$ cat src/rtl/cdec8_dump_pkg.sv
`default_nettype none
// ============================================================================
// Module   : cdec8_dump_pkg
// Brief    : Shared widths and dump-reader state encoding.
// Revision : 1.0 - initial release
// ============================================================================
package cdec8_dump_pkg;

    localparam int ADRS_W_DEF = 8;
    localparam int DATA_W_DEF = 8;

    typedef enum logic [2:0] {
        ST_IDLE    = 3'd0,
        ST_ISSUE   = 3'd1,
        ST_WAIT    = 3'd2,
        ST_CAPTURE = 3'd3,
        ST_SHOW    = 3'd4,
        ST_DONE    = 3'd5
    } state_t;

endpackage
`default_nettype wire

$ cat src/rtl/mem_dump_reader_if.sv
`default_nettype none
// ============================================================================
// Module   : mem_dump_reader_if
// Brief    : Control, RAM read and display signals of the dump reader.
// Revision : 1.0 - initial release
// ============================================================================
interface mem_dump_reader_if #(
    parameter int ADRS_W = cdec8_dump_pkg::ADRS_W_DEF,
    parameter int DATA_W = cdec8_dump_pkg::DATA_W_DEF
);
    logic              start;
    logic              step;
    logic              auto_en;
    logic              abort;
    logic [ADRS_W-1:0] start_adrs;
    logic [ADRS_W-1:0] end_adrs;
    logic [DATA_W-1:0] mm_q;
    logic [ADRS_W-1:0] rd_adrs;
    logic [ADRS_W-1:0] dump_adrs;
    logic [DATA_W-1:0] dump_data;
    logic              dump_valid;
    logic [DATA_W-1:0] checksum;
    logic              busy;
    logic              done;

    modport master (
        input  start, step, auto_en, abort, start_adrs, end_adrs, mm_q,
        output rd_adrs, dump_adrs, dump_data, dump_valid, checksum, busy, done
    );

    modport slave (
        output start, step, auto_en, abort, start_adrs, end_adrs, mm_q,
        input  rd_adrs, dump_adrs, dump_data, dump_valid, checksum, busy, done
    );
endinterface
`default_nettype wire

$ cat src/rtl/rise_edge_det.sv
`default_nettype none
// ============================================================================
// Module   : rise_edge_det
// Brief    : Two-flop rising-edge detector; one-cycle pulse per 0->1 of din.
// Revision : 1.0 - initial release
// ============================================================================
module rise_edge_det (
    input  logic clock,
    input  logic reset,
    input  logic din,
    output logic rise
);
    logic sync_q, sync_d;
    logic prev_q, prev_d;

    always_comb begin
        sync_d = din;
        prev_d = sync_q;
    end

    always_ff @(posedge clock or posedge reset) begin
        if (reset) begin
            sync_q <= 1'b0;
            prev_q <= 1'b0;
        end else begin
            sync_q <= sync_d;
            prev_q <= prev_d;
        end
    end

    assign rise = sync_q & ~prev_q;
endmodule
`default_nettype wire

$ cat src/rtl/mem_dump_reader.sv
`default_nettype none
// ============================================================================
// Module   : mem_dump_reader
// Brief    : Walks RAM over an address range, shows each word, sums a checksum.
// Revision : 1.0 - initial release
// ============================================================================
module mem_dump_reader
    import cdec8_dump_pkg::*;
#(
    parameter int ADRS_W   = ADRS_W_DEF,
    parameter int DATA_W   = DATA_W_DEF,
    parameter int READ_LAT = 1,
    parameter int AUTO_DIV = 5000000
)(
    input  logic              clock,
    input  logic              reset,
    mem_dump_reader_if.master bus
);
    localparam int         TICK_W    = $clog2(AUTO_DIV);
    localparam logic [1:0] WAIT_INIT = 2'(READ_LAT - 1);

    state_t            state_q, state_d;
    logic [ADRS_W-1:0] cur_q, cur_d;
    logic [ADRS_W-1:0] last_q, last_d;
    logic [ADRS_W-1:0] rd_adrs_q, rd_adrs_d;
    logic [ADRS_W-1:0] dump_adrs_q, dump_adrs_d;
    logic [DATA_W-1:0] dump_data_q, dump_data_d;
    logic [DATA_W-1:0] checksum_q, checksum_d;
    logic [1:0]        wait_q, wait_d;
    logic [TICK_W-1:0] tick_q, tick_d;

    logic start_rise;
    logic step_rise;
    logic tick_hit;
    logic advance;

    rise_edge_det u_start_edge (
        .clock (clock),
        .reset (reset),
        .din   (bus.start),
        .rise  (start_rise)
    );

    rise_edge_det u_step_edge (
        .clock (clock),
        .reset (reset),
        .din   (bus.step),
        .rise  (step_rise)
    );

    assign tick_hit = (tick_q == TICK_W'(AUTO_DIV - 1));
    assign advance  = (state_q == ST_SHOW) && (bus.auto_en ? tick_hit : step_rise);

    always_ff @(posedge clock or posedge reset) begin
        if (reset) begin
            state_q <= ST_IDLE;
        end else begin
            state_q <= state_d;
        end
    end

    always_comb begin
        state_d = state_q;
        if (bus.abort) begin
            state_d = ST_IDLE;
        end else begin
            case (state_q)
                ST_IDLE, ST_DONE: if (start_rise) state_d = ST_ISSUE;
                ST_ISSUE:         state_d = ST_WAIT;
                ST_WAIT:          if (wait_q == 2'd0) state_d = ST_CAPTURE;
                ST_CAPTURE:       state_d = ST_SHOW;
                ST_SHOW:          if (advance) state_d = (cur_q == last_q) ? ST_DONE : ST_ISSUE;
                default:          state_d = ST_IDLE;
            endcase
        end
    end

    // Tick counter defaults to zero, so it restarts on SHOW entry and whenever auto_en drops.
    always_comb begin
        cur_d       = cur_q;
        last_d      = last_q;
        rd_adrs_d   = rd_adrs_q;
        dump_adrs_d = dump_adrs_q;
        dump_data_d = dump_data_q;
        checksum_d  = checksum_q;
        wait_d      = wait_q;
        tick_d      = '0;
        if (!bus.abort) begin
            case (state_q)
                ST_IDLE, ST_DONE: begin
                    if (start_rise) begin
                        cur_d      = bus.start_adrs;
                        last_d     = bus.end_adrs;
                        checksum_d = '0;
                    end
                end
                ST_ISSUE: begin
                    rd_adrs_d = cur_q;
                    wait_d    = WAIT_INIT;
                end
                ST_WAIT: begin
                    if (wait_q != 2'd0) wait_d = wait_q - 2'd1;
                end
                ST_CAPTURE: begin
                    dump_adrs_d = cur_q;
                    dump_data_d = bus.mm_q;
                    checksum_d  = checksum_q + bus.mm_q;
                end
                ST_SHOW: begin
                    if (advance) begin
                        if (cur_q != last_q) cur_d = cur_q + 1'b1;
                    end else if (bus.auto_en) begin
                        tick_d = tick_q + 1'b1;
                    end
                end
                default: ;
            endcase
        end
    end

    always_ff @(posedge clock or posedge reset) begin
        if (reset) begin
            cur_q       <= '0;
            last_q      <= '0;
            rd_adrs_q   <= '0;
            dump_adrs_q <= '0;
            dump_data_q <= '0;
            checksum_q  <= '0;
            wait_q      <= '0;
            tick_q      <= '0;
        end else begin
            cur_q       <= cur_d;
            last_q      <= last_d;
            rd_adrs_q   <= rd_adrs_d;
            dump_adrs_q <= dump_adrs_d;
            dump_data_q <= dump_data_d;
            checksum_q  <= checksum_d;
            wait_q      <= wait_d;
            tick_q      <= tick_d;
        end
    end

    always_comb begin
        bus.dump_valid = (state_q == ST_CAPTURE) && !bus.abort;
        bus.busy       = (state_q != ST_IDLE) && (state_q != ST_DONE);
        bus.done       = (state_q == ST_DONE);
    end

    assign bus.rd_adrs   = rd_adrs_q;
    assign bus.dump_adrs = dump_adrs_q;
    assign bus.dump_data = dump_data_q;
    assign bus.checksum  = checksum_q;
endmodule
`default_nettype wire
$ cat src/flat_wrapper.sv
// flat-port wrapper written by rule: the top's interface ports become plain ports
module mem_dump_reader_flat import cdec8_dump_pkg::*;
#(
    parameter int ADRS_W   = ADRS_W_DEF,
    parameter int DATA_W   = DATA_W_DEF,
    parameter int READ_LAT = 1,
    parameter int AUTO_DIV = 5000000
)
  (clock, reset, bus_start, bus_step, bus_auto_en, bus_abort, bus_start_adrs, bus_end_adrs, bus_mm_q, bus_rd_adrs, bus_dump_adrs, bus_dump_data, bus_dump_valid, bus_checksum, bus_busy, bus_done);
  mem_dump_reader_if #(.ADRS_W(ADRS_W), .DATA_W(DATA_W)) bus_i ();
  input  logic clock;
  input  logic reset;
  input wire logic [$bits(bus_i.start)-1:0] bus_start;
  input wire logic [$bits(bus_i.step)-1:0] bus_step;
  input wire logic [$bits(bus_i.auto_en)-1:0] bus_auto_en;
  input wire logic [$bits(bus_i.abort)-1:0] bus_abort;
  input wire logic [$bits(bus_i.start_adrs)-1:0] bus_start_adrs;
  input wire logic [$bits(bus_i.end_adrs)-1:0] bus_end_adrs;
  input wire logic [$bits(bus_i.mm_q)-1:0] bus_mm_q;
  output wire logic [$bits(bus_i.rd_adrs)-1:0] bus_rd_adrs;
  output wire logic [$bits(bus_i.dump_adrs)-1:0] bus_dump_adrs;
  output wire logic [$bits(bus_i.dump_data)-1:0] bus_dump_data;
  output wire logic [$bits(bus_i.dump_valid)-1:0] bus_dump_valid;
  output wire logic [$bits(bus_i.checksum)-1:0] bus_checksum;
  output wire logic [$bits(bus_i.busy)-1:0] bus_busy;
  output wire logic [$bits(bus_i.done)-1:0] bus_done;
  assign bus_i.start = bus_start;
  assign bus_i.step = bus_step;
  assign bus_i.auto_en = bus_auto_en;
  assign bus_i.abort = bus_abort;
  assign bus_i.start_adrs = bus_start_adrs;
  assign bus_i.end_adrs = bus_end_adrs;
  assign bus_i.mm_q = bus_mm_q;
  assign bus_rd_adrs = bus_i.rd_adrs;
  assign bus_dump_adrs = bus_i.dump_adrs;
  assign bus_dump_data = bus_i.dump_data;
  assign bus_dump_valid = bus_i.dump_valid;
  assign bus_checksum = bus_i.checksum;
  assign bus_busy = bus_i.busy;
  assign bus_done = bus_i.done;
  mem_dump_reader #(.ADRS_W(ADRS_W), .DATA_W(DATA_W), .READ_LAT(READ_LAT), .AUTO_DIV(AUTO_DIV)) u_core (.clock(clock), .reset(reset), .bus(bus_i));
endmodule
$ cat config.mk
export PLATFORM = sky130hd
export DESIGN_NAME = mem_dump_reader_flat
export DESIGN_NICKNAME = d
export VERILOG_FILES = /design/src/rtl/cdec8_dump_pkg.sv /design/src/rtl/mem_dump_reader_if.sv /design/src/rtl/rise_edge_det.sv /design/src/rtl/mem_dump_reader.sv /design/src/flat_wrapper.sv
export SDC_FILE = /design/constraint.sdc
export NUM_CORES = 1
export LEC_CHECK = 0
export CAP_MARGIN = 20
export CELL_PAD_IN_SITES_DETAIL_PLACEMENT = 1
export CELL_PAD_IN_SITES_GLOBAL_PLACEMENT = 1
export CORE_UTILIZATION = 25
export CTS_CLUSTER_DIAMETER = 100
export DETAILED_ROUTE_END_ITERATION = 8
export GPL_TIMING_DRIVEN = 0
export HOLD_SLACK_MARGIN = 0.02
export PLACE_DENSITY = 0.65
export SLEW_MARGIN = 15
export SYNTH_ARGS = -nofsm -noshare
export SYNTH_HDL_FRONTEND = slang
export SYNTH_SLANG_ARGS = --single-unit
export TNS_END_PERCENT = 20
$ cat constraint.sdc
create_clock -name clock -period 4.05 [get_ports clock]
set_clock_uncertainty 0.2 [all_clocks]
set_input_delay 1.0125 -clock clock [delete_from_list [all_inputs] [get_ports clock]]
set_output_delay 1.0125 -clock clock [all_outputs]
set_load 0.005 [all_outputs]
==> results.tsv <==
stage	metric	value	unit
run_status	status	finished, final reports clean	
worst_setup_path	WP data required	2840	ps
grt	gr busiest metal	met2	
synth	Syn Area/Cell	9.91	sq um
grt	met1 GRT Util	0.179	
cts	clk_lat worst skew	330	ps
grt	initial antenna violation count	0	
worst_setup_path	CP max stage delay	550	ps
sta	Tightest Pin Transition	1020	ps
cts	TritonCTS clock tree	built	
power	Leakage	2.16	nW
hold_path	Hold Path Class	reg2reg	
sta	Hold WS	176	ps
finish	ant diodes	0	
drt	Final Routed Wirelength	10500	um
synth	area of the mapped netlist	3930	sq um
grt	GRT Util Overall	0.138	
die	number of I/O pins	65	
synth	Cell variety after synth	52	
sta	post-route minimum period	3760	ps
worst_setup_path	crit end category	output port	
finish	Util after Layout	0.338	
worst_setup_path	critical path fanouts, max	19	
placement	GP Congestion	0.835	
sta	Final Hold Vio Count	0	
synth	Synth Instances	396	
drt	DRT iter0 DRCs	81	
sta	max-slew violations	0	
cts	cts hold-fix bufs	0	
finish	fraction of layout cells with a size suffix above 1	0.0989	
cts	Clk pin slew, worst setup/hold paths	60	ps
placement	# port buffers	63	
cts	number of setup buffers added after CTS	0	
worst_setup_path	Worst Path Arrival	2550	ps
cts	# clock sinks	80	
worst_setup_path	count of buffer and inverter cells on the critical path	3	
grt	pin count of the biggest net entering global routing	56	
finish	Area Growth Syn to Fin	31.4	%
synth	flop and latch count out of synthesis	80	
die	width of the die	127	um
cts	H-Tree Depth	3	
placement	HPWL Detailed	7840	um
cts	CTS max path bufs	2	
worst_setup_path	Top delay family on crit path	buffers and inverters	
worst_setup_path	CP max stage cell	clkdlybuf4s50_1	
power	worst vdd ir	0.232	mV
cts	cts bufs inserted	9	
die	Die ar.	16200	sq um
placement	Placed Instances	671	
drt	vias	3110	
cts	clock root buffer	clkbuf_16	
finish	Non-Filler Instances	686	
die	initial core utilization	0.257	
synth	yosys warns	0	
grt	GR met3 Demand/Resource	0.0289	
grt	vias in the first global route	3350	
worst_setup_path	critical path launch point type	input pin	
sta	Setup-failing EPs final	0	
drt	Post-DRT Antenna Nets	0	
die	core area	15300	sq um
worst_setup_path	worst setup path category	in2out	
power	Cell Pwr Density	626	nW/um^2
drt	Vias/cell	4.53	
worst_setup_path	worst-path cell chain	clkbuf_1 > nor2_1 > nand3_1 > clkinvlp_4 > clkdlybuf4s50_1	
finish	leading cell type in the layout, fill and taps excluded	dfrtp_1	
run	Max-cap violations	0	
die	chip height	127	um
sta	max frequency	266	MHz
finish	# nets final	511	
synth	syn_nets	437	
sta	RSZ-0062 raised after global routing	false	
power	Pwr Total	3.23	mW
grt	first-pass GRT wire length	17500	um
finish	most frequent cells in the layout	dfrtp_1 (80), nand2_1 (76), clkdlybuf4s50_1 (63)	
drt	DRC violations left	0	
die	Rows	45	
sta	fin crit share	0.928	
drt	TritonRoute pass-1 iters	4	
placement	dpl ws	-56.7	ps
sta	final setup slack of the worst path	291	ps
synth	sequential share of the synthesized area	0.510	
sta	Rel. slew slack	0.318	
grt	grt met2 use	0.235	
grt	GRT overflow	0	
drt	WL/cell	15.4	um
==> through the flow <==
step / setup TNS, ps / instance area [sq um]
4_1_cts: 0 / 5150
2_1_floorplan: 0 / 3930
6_report: 0 / 5160
3_5_place_dp: -56.7 / 4850
3_3_place_gp: -54330 / 4820
5_1_grt: 0 / 5160
==> synth_stat cells, drive strengths merged <==
master / number / area share
clkinv: 1 / 0.00096
o22ai: 10 / 0.016
inv: 11 / 0.011
a21boi: 1 / 0.0019
and2: 2 / 0.0032
ha: 10 / 0.032
nand3b: 1 / 0.0019
o21ai: 14 / 0.018
nor3b: 2 / 0.0067
clkbuf: 13 / 0.013
o211ai: 1 / 0.0019
o32ai: 1 / 0.0022
nor2: 34 / 0.033
fa: 1 / 0.0051
o31a: 1 / 0.0022
and4: 2 / 0.0054
mux2: 17 / 0.049
nand3: 13 / 0.017
o21bai: 1 / 0.0019
nand4: 7 / 0.011
mux2i: 2 / 0.0051
xor2: 22 / 0.049
nor4: 3 / 0.0048
nand2: 77 / 0.076
buf: 5 / 0.0096
o41ai: 1 / 0.0022
or3: 5 / 0.0080
a21oi: 14 / 0.018
nand2b: 3 / 0.0048
o22a: 2 / 0.0045
dfrtp: 80 / 0.51
nor3: 4 / 0.0051
a21o: 2 / 0.0038
nor2b: 4 / 0.0064
nor4bb: 2 / 0.0051
o21a: 1 / 0.0019
nor4b: 3 / 0.0083
or2: 1 / 0.0016
a211oi: 1 / 0.0019
a31o: 2 / 0.0045
xnor2: 11 / 0.025
and3: 3 / 0.0064
a31oi: 5 / 0.0080
==> cell families (layout without fill, tap and decap cells) <==
family,Yosys count,in the layout,synth area share
adders and majority gates,11,11,0.0370
buffers and inverters,30,109,0.0338
muxes,19,19,0.0539
and+or+nand+nor,166,166,0.203
xor gates and xnor gates,33,33,0.0736
DFF,80,80,0.510
AOI/OAI and AO/OA,57,57,0.0886
==> power breakdown <==
group	switching, mW	internal, mW
sequential	0.196	1.04
combinational	0.520	0.628
clock	0.331	0.513
total	1.05	2.18
==> final timing paths <==
check                                                startpoint                                    to  slack [ps]  cells past startpoint
max reg2reg                         u_core.tick_q[12]$_DFF_PP0_           u_core.cur_q[7]$_DFFE_PP0P_        1440                      6
min                        u_core.u_start_edge.prev_d$_DFF_PP0_  u_core.u_start_edge.prev_q$_DFF_PP0_         180                      0
min in group asynchronous                                 reset   u_core.bus.dump_data[5]$_DFFE_PP0P_         820                      2
min reg2reg                u_core.u_start_edge.prev_d$_DFF_PP0_  u_core.u_start_edge.prev_q$_DFF_PP0_         180                      0
max in group asynchronous                                 reset            u_core.tick_q[5]$_DFF_PP0_        2220                      3
max                                                   bus_abort                        bus_dump_valid         290                      5
==> sequential cells by signal, indices dropped and copies added, names as in the netlist, 2 cells and up <==
signal                cells
u_core.tick_q            23
u_core.bus.checksum       8
u_core.bus.dump_adrs      8
u_core.bus.dump_data      8
u_core.bus.rd_adrs        8
u_core.cur_q              8
u_core.last_q             8
u_core.state_q            3
u_core.wait_q             2
==> repair_timing <==
item,in CTS,in global routing
endpoints found under the setup margin,1,1
pin swaps,0,0
resized for setup,0,1
==> layer usage <==
layer / up-vias / share of wire / wire length [um]
met4: 0 / 0.011 / 112
met2: 58 / 0.50 / 5220
met1: 1548 / 0.46 / 4810
met5: - / 0 / 0
met3: 9 / 0.038 / 403
li1: 1495 / - / -
==> cell type report <==
cell class / count / area (sq um)
clock buffer: 12 / 256
clock inverter: 4 / 51.3
fill: 1737 / 10100
multi-input combinational: 286 / 1790
inverter: 12 / 51.3
timing repair buffer: 64 / 658
buffer: 17 / 83.8
tap: 211 / 264
sequential: 80 / 2000
(Power assumes the default switching activity.)
